<file path="config.mk">
export PLATFORM = sky130hd
export DESIGN_NAME = axi_lite_master_cmd
export DESIGN_NICKNAME = d
export VERILOG_FILES = /design/src/rtl/axi_lite_master_cmd.sv
export SDC_FILE = /design/constraint.sdc
export NUM_CORES = 1
export LEC_CHECK = 0
export BUFFER_PORTS_ARGS = -buffer_cell sky130_fd_sc_hd__buf_2
export CAP_MARGIN = 0
export CORE_UTILIZATION = 40
export DETAILED_ROUTE_END_ITERATION = 8
export GPL_TIMING_DRIVEN = 0
export PLACE_DENSITY = 0.75
export SYNTH_ARGS = -nofsm -noshare
export SYNTH_HDL_FRONTEND = slang
export SYNTH_SLANG_ARGS = --single-unit
</file>
<file path="constraint.sdc">
create_clock -name M_AXI_ACLK -period 4.2 [get_ports M_AXI_ACLK]
set_input_delay 0.21 -clock M_AXI_ACLK [delete_from_list [all_inputs] [get_ports M_AXI_ACLK]]
set_output_delay 0.21 -clock M_AXI_ACLK [all_outputs]
set_load 0.005 [all_outputs]
</file>
<file path="src/rtl/axi_lite_master_cmd.sv">
// Single-outstanding AXI4-Lite master: turns a cmd/rsp stream into AXI4-Lite reads and writes.
// Includes a sticky stall watchdog that flags, but never aborts, a hung transaction.
//
// state  | meaning
// IDLE   | cmd_ready high, waiting for a command
// WR     | AW and W channels in flight, each drops after its own handshake
// WR_B   | BREADY high, waiting for the write response
// AR     | ARVALID high, waiting for ARREADY
// RD     | RREADY high, waiting for read data
// RSP    | rsp_valid high, holding the response until rsp_ready
module axi_lite_master_cmd #(
  parameter int         C_M_AXI_ADDR_WIDTH = 32,
  parameter int         C_M_AXI_DATA_WIDTH = 32,
  parameter logic [2:0] PROT               = 3'b000,
  parameter int         TIMEOUT_CYCLES     = 1024
) (
  input  logic                            M_AXI_ACLK,
  input  logic                            M_AXI_ARESETN,
  input  logic                            cmd_valid,
  output logic                            cmd_ready,
  input  logic                            cmd_write,
  input  logic [C_M_AXI_ADDR_WIDTH-1:0]   cmd_addr,
  input  logic [C_M_AXI_DATA_WIDTH-1:0]   cmd_wdata,
  input  logic [C_M_AXI_DATA_WIDTH/8-1:0] cmd_wstrb,
  output logic                            rsp_valid,
  input  logic                            rsp_ready,
  output logic [C_M_AXI_DATA_WIDTH-1:0]   rsp_rdata,
  output logic [1:0]                      rsp_resp,
  output logic                            rsp_write,
  output logic                            busy,
  output logic                            timeout,
  output logic [C_M_AXI_ADDR_WIDTH-1:0]   M_AXI_AWADDR,
  output logic [2:0]                      M_AXI_AWPROT,
  output logic                            M_AXI_AWVALID,
  input  logic                            M_AXI_AWREADY,
  output logic [C_M_AXI_DATA_WIDTH-1:0]   M_AXI_WDATA,
  output logic [C_M_AXI_DATA_WIDTH/8-1:0] M_AXI_WSTRB,
  output logic                            M_AXI_WVALID,
  input  logic                            M_AXI_WREADY,
  input  logic [1:0]                      M_AXI_BRESP,
  input  logic                            M_AXI_BVALID,
  output logic                            M_AXI_BREADY,
  output logic [C_M_AXI_ADDR_WIDTH-1:0]   M_AXI_ARADDR,
  output logic [2:0]                      M_AXI_ARPROT,
  output logic                            M_AXI_ARVALID,
  input  logic                            M_AXI_ARREADY,
  input  logic [C_M_AXI_DATA_WIDTH-1:0]   M_AXI_RDATA,
  input  logic [1:0]                      M_AXI_RRESP,
  input  logic                            M_AXI_RVALID,
  output logic                            M_AXI_RREADY
);

  typedef enum logic [2:0] {
    S_IDLE = 3'd0,
    S_WR   = 3'd1,
    S_WR_B = 3'd2,
    S_AR   = 3'd3,
    S_RD   = 3'd4,
    S_RSP  = 3'd5
  } state_t;

  localparam logic [31:0] C_TO = 32'(TIMEOUT_CYCLES);

  state_t                            r_state;
  state_t                            w_state_nxt;
  logic                              w_accept;
  logic                              w_aw_hs;
  logic                              w_w_hs;
  logic                              w_wd_active;

  logic                              r_cmd_ready;
  logic                              r_awvalid;
  logic                              r_wvalid;
  logic                              r_write;
  logic [C_M_AXI_ADDR_WIDTH-1:0]     r_addr;
  logic [C_M_AXI_DATA_WIDTH-1:0]     r_wdata;
  logic [C_M_AXI_DATA_WIDTH/8-1:0]   r_wstrb;
  logic [C_M_AXI_DATA_WIDTH-1:0]     r_rsp_rdata;
  logic [1:0]                        r_rsp_resp;
  logic [31:0]                       r_wd_cnt;
  logic                              r_timeout;

  assign w_aw_hs     = r_awvalid && M_AXI_AWREADY;
  assign w_w_hs      = r_wvalid && M_AXI_WREADY;
  assign w_wd_active = (r_state == S_WR) || (r_state == S_WR_B) ||
                       (r_state == S_AR) || (r_state == S_RD);

  always_ff @(posedge M_AXI_ACLK or negedge M_AXI_ARESETN) begin
    if (!M_AXI_ARESETN) begin
      r_state <= S_IDLE;
    end else begin
      r_state <= w_state_nxt;
    end
  end

  always_comb begin
    w_state_nxt = r_state;
    w_accept    = 1'b0;
    case (r_state)
      S_IDLE: begin
        if (cmd_valid && r_cmd_ready) begin
          w_accept    = 1'b1;
          w_state_nxt = cmd_write ? S_WR : S_AR;
        end
      end
      // a channel whose VALID already dropped has completed its handshake
      S_WR: begin
        if ((!r_awvalid || M_AXI_AWREADY) && (!r_wvalid || M_AXI_WREADY)) begin
          w_state_nxt = S_WR_B;
        end
      end
      S_WR_B: if (M_AXI_BVALID)  w_state_nxt = S_RSP;
      S_AR:   if (M_AXI_ARREADY) w_state_nxt = S_RD;
      S_RD:   if (M_AXI_RVALID)  w_state_nxt = S_RSP;
      S_RSP:  if (rsp_ready)     w_state_nxt = S_IDLE;
      default: w_state_nxt = S_IDLE;
    endcase
  end

  always_ff @(posedge M_AXI_ACLK or negedge M_AXI_ARESETN) begin
    if (!M_AXI_ARESETN) begin
      r_cmd_ready <= 1'b0;
      r_awvalid   <= 1'b0;
      r_wvalid    <= 1'b0;
      r_write     <= 1'b0;
      r_addr      <= '0;
      r_wdata     <= '0;
      r_wstrb     <= '0;
      r_rsp_rdata <= '0;
      r_rsp_resp  <= 2'b00;
      r_wd_cnt    <= '0;
      r_timeout   <= 1'b0;
    end else begin
      r_cmd_ready <= (w_state_nxt == S_IDLE);

      if (w_accept) begin
        r_addr    <= cmd_addr;
        r_wdata   <= cmd_wdata;
        r_wstrb   <= cmd_wstrb;
        r_write   <= cmd_write;
        r_awvalid <= cmd_write;
        r_wvalid  <= cmd_write;
      end else begin
        if (w_aw_hs) r_awvalid <= 1'b0;
        if (w_w_hs)  r_wvalid  <= 1'b0;
      end

      if ((r_state == S_WR_B) && M_AXI_BVALID) begin
        r_rsp_rdata <= '0;
        r_rsp_resp  <= M_AXI_BRESP;
      end else if ((r_state == S_RD) && M_AXI_RVALID) begin
        r_rsp_rdata <= M_AXI_RDATA;
        r_rsp_resp  <= M_AXI_RRESP;
      end

      // saturating up-count; the flag rises on the edge the count reaches the limit
      if (w_accept) begin
        r_wd_cnt  <= '0;
        r_timeout <= 1'b0;
      end else if (w_wd_active && (C_TO != 32'd0) && (r_wd_cnt != C_TO)) begin
        r_wd_cnt <= r_wd_cnt + 32'd1;
        if (r_wd_cnt == C_TO - 32'd1) r_timeout <= 1'b1;
      end
    end
  end

  assign cmd_ready     = r_cmd_ready;
  assign rsp_valid     = (r_state == S_RSP);
  assign rsp_rdata     = r_rsp_rdata;
  assign rsp_resp      = r_rsp_resp;
  assign rsp_write     = r_write;
  assign busy          = (r_state != S_IDLE);
  assign timeout       = r_timeout;

  assign M_AXI_AWADDR  = r_addr;
  assign M_AXI_AWPROT  = PROT;
  assign M_AXI_AWVALID = r_awvalid;
  assign M_AXI_WDATA   = r_wdata;
  assign M_AXI_WSTRB   = r_wstrb;
  assign M_AXI_WVALID  = r_wvalid;
  assign M_AXI_BREADY  = (r_state == S_WR_B);
  assign M_AXI_ARADDR  = r_addr;
  assign M_AXI_ARPROT  = PROT;
  assign M_AXI_ARVALID = (r_state == S_AR);
  assign M_AXI_RREADY  = (r_state == S_RD);

endmodule

</file>
==> summary by stage <==
Status
The flow ran to the end, and the final reports show no timing, DRC or antenna violations.

Critical path
The critical path goes through nor3_2 -> and3_1 -> clkbuf_1 -> buf_2 -> buf_2 -> nand2_1 -> nand2_1. The worst setup path is launched from a register. The critical path capture point type is a register. The setup slack of the most critical reg-to-reg path is 1.99 ns. The critical path buffer and inverter count is 3. The largest stage delay on the critical path is about 0.47 ns. The critical setup path kind is register to register. The gate family responsible for the most delay along the worst path is buffers and inverters. The maximum fanout along the worst path is 10. The cell with the largest stage delay on the worst path is dfrtp_1.

The endpoint arrival time on the critical path is roughly 2.6 ns. STA puts the critical path data required time at 4.55 ns.

Timing
At the pin with the least slew margin, the transition time is roughly 0.77 ns. The slack of the critical path is roughly 2 ns. The final count of pins violating max slew is 0. Counting I/O delays and the setup requirement, the final critical path takes 2.208 ns. The fraction of the cycle the final worst path needs is between 50% and 60%.

The setup TNS after final layout is 0 ns. The worst-case headroom to the max-slew limit is between 40% and 50%. The number of failing hold endpoints at the final stage is 0. Setup violations remaining at the end of the flow were counted as 0. Clock skew on the completed layout was measured at ~0.009 ns.

Derived from the worst setup path, the maximum achievable clock frequency is ~0.45 GHz. Hold timing on the final database bottoms out at a slack of a little over 0.009 ns. Setup repair after global routing left no endpoint under its margin.

Final layout
The antenna diode instance count is 0. The number of cells in the finished layout apart from fillers is between 1,000 and 1,500. The net count of the finished layout is 1,114. The filler cells instantiated in the layout total about 1,200. Of the cells placed in the final design, the portion with a size suffix greater than 1 is 34.42%. At the end of the flow the core is filled with cells to 60.84%. The area growth from synthesis to final layout is 47.99%.

Power
The peak supply drop is between 0.0003 and 0.0004 V. In this run the static leakage power is slightly above 5 nW. In this run the power density over the cells is 658.3 mW/mm2.

Drt
The per-cell routed wire length is between 15 and 20 um. The number of vias per cell after detailed routing is roughly 4.8. The number of remaining DRC errors is 0. The total routed wirelength is about 19 mm. The count of routing violations after the opening detailed-route iteration is between 300 and 400. The pre-antenna-repair detailed-routing pass consisted of 5 iterations. Once detail routing completed, the nets flagged for antenna violations numbered 0. The total via count after detailed routing is around 5,900.

Synthesis
The share of synthesized area in the top cell type comes to 56.64%. The cell count after synthesis came out at between 600 and 700. The synthesized cell area is 0.006274 mm2.

By instance count, the leading cell after synthesis is nand2_1. In this run the mean area of a mapped cell was 9.787 um2. By count the netlist is led by nand2_1, dfrtp_1, buf_4. In this run, synthesis inferred 0 flip-flops with an integrated enable. Summed over all instances, the cell type with the most area after synthesis is dfrtp_1. The predominant post-synthesis flop cell is dfrtp_1. The async set or reset register ratio after synthesis is 100.0%. Sequential cells were found to cover between 50% and 60% of the synthesized design area. The post-synthesis cell type count is 48. The number of storage elements in the synthesis netlist is approximately 140.

Ranked by total cell area, the synthesized netlist is headed by dfrtp_1, nand2_1, buf_4. During synthesis, Yosys emitted a total of 0 warnings.

Floorplan
The die footprint is 0.01619 mm2. The die boundary height is approximately 130 um. The floorplan step defined a core boundary enclosing approximately 0.015 mm2. The horizontal extent of the die is 127.2 um. 264 I/O pins were placed. The effective utilization at floorplan is around two fifths. The standard-cell row count is 45.

CTS
In this run, post-CTS repair resized a total of 0 instances. The tree is rooted in a clkbuf_16. The clock edge transition at the registers on the reported setup and hold paths is roughly 0.060 ns. For the worst-skew pair, the clock arrives at the later sink with an insertion delay of a little over 0.4 ns. The maximum number of buffers from clock root to sink is 2.

The clock tree from TritonCTS is yes. In this run, CTS created clock tree buffers numbering 17. The number of levels in the clock H-tree is 4. The number of sinks on the clock net is around 140.

GRT
The largest net degree at the start of global routing is 83. The number of antenna violations at the first check in global routing is 0. The first-pass GRT wire length is between 20 and 30 mm. Global routing consumed, over all layers together, 23.86% of the routing resources.

The number of global-route vias before repair is ~5,900. The total grt overflow is 0.

Placed design
The final estimated routing congestion in global placement is 0.7983. At the placement stage, the worst setup path has a slack of roughly 2 ns. The placed wire-length estimate is approximately 12 mm. The number of port buffers is roughly 260. In this run, placement finished with an instance count of roughly 1,100.

Run
Max-cap violations in this run came to 0.

Min path
The worst min-delay path class is input port to register.
[metal layers]
metal,wire length [um],track usage (%),up-vias
met3,1232,6.198,29
li1,-,-,2819
met5,0,0,-
met4,393,8.894,0
met2,9715,43.18,275
met1,7598,27.01,2765
[kinds of logic after synthesis]
logic type	count (synthesis)	share of synthesized area (%)
other	1	0.05978
AO/OA/AOI/OAI	73	8.676
multiplexers	3	0.4787
flip-flops	142	56.64
buffers and inverters	83	7.559
AND/OR/NAND/NOR	322	24.09
adder cells (fa/ha/maj)	2	0.3988
XOR/XNOR	15	2.094
[report_power, final]
group / internal [W] / switching (W) / leakage [nW] / total, W
clock network: 0.00112 / 0.000564 / 0.315 / 0.00169
registers: 0.00189 / 0.000389 / 1.84 / 0.00228
logic: 0.00107 / 0.00108 / 2.89 / 0.00214
[state kept, by name (all words and copies together) (netlist names)]
name           cells
M_AXI_WSTRB        4
M_AXI_AWVALID      1
rsp_rdata         32
M_AXI_WVALID       1
timeout            1
rsp_write          1
M_AXI_WDATA       32
rsp_resp           2
r_state            3
cmd_ready          1
r_wd_cnt          32
M_AXI_ARADDR      32
[worst min-delay path, stage by stage]
cell and delay, ns:
buf_2 0.07, nand2_1 0.05, nand2_1 0.05
[through the flow]
stage | instance area [um2] | power [W]
floorplan | 6292 | 0.003340
global placement | 7843 | 0.004256
detailed placement | 7876 | 0.004325
CTS | 9284 | 0.006089
global route | 9284 | 0.006511
finish | 9284 | 0.006111
[timing repair]
| item | 4_1_cts | 5_1_grt |
|---|---|---|
| buffers inserted | 0 | 0 |
| endpoints found under the hold margin | 155 | 0 |
| hold buffers | 75 | 0 |
[cell type report]
| class | count | area, um2 | share of cell area [%] |
|---|---|---|---|
| inverter | 13 | 48.80 | 0.5256 |
| timing repair buffer | 333 | 2071 | 22.30 |
| multi-input combinational | 421 | 2265 | 24.39 |
| sequential | 142 | 3553 | 38.27 |
| tap | 211 | 264.0 | 2.844 |
| clock buffer | 19 | 442.9 | 4.771 |
| clock inverter | 10 | 214.0 | 2.305 |
| buffer | 70 | 425.4 | 4.582 |
[cells in the final DEF (no fill, tap or decap), types with 7 or more instances in the layout]
master         count
o31ai_1            7
nand3_1           12
inv_1             13
clkbuf_1          19
nor2_1            19
buf_4             38
a21oi_1           11
o21ai_0            7
nand2_1          224
dlygate4sd3_1     75
buf_2            266
clkbuf_16         17
nand4_1            7
nor3_1             9
xor2_1             9
dfrtp_1          142
nor4_1             8
a22o_1            32
[final timing paths]
check | cells past startpoint | start | to
max in group asynchronous | 3 | M_AXI_ARESETN | M_AXI_WVALID
worst min register to register | 2 | M_AXI_WDATA[9] | M_AXI_WDATA[9]
worst min-delay path | 3 | cmd_addr[1] | M_AXI_ARADDR[1]
worst max register to register | 7 | r_state[1] | M_AXI_WDATA[10]
min in group asynchronous | 2 | M_AXI_ARESETN | rsp_rdata[10]
worst max-delay path | 7 | r_state[1] | M_AXI_WDATA[10]
(Power assumes the default switching activity.)
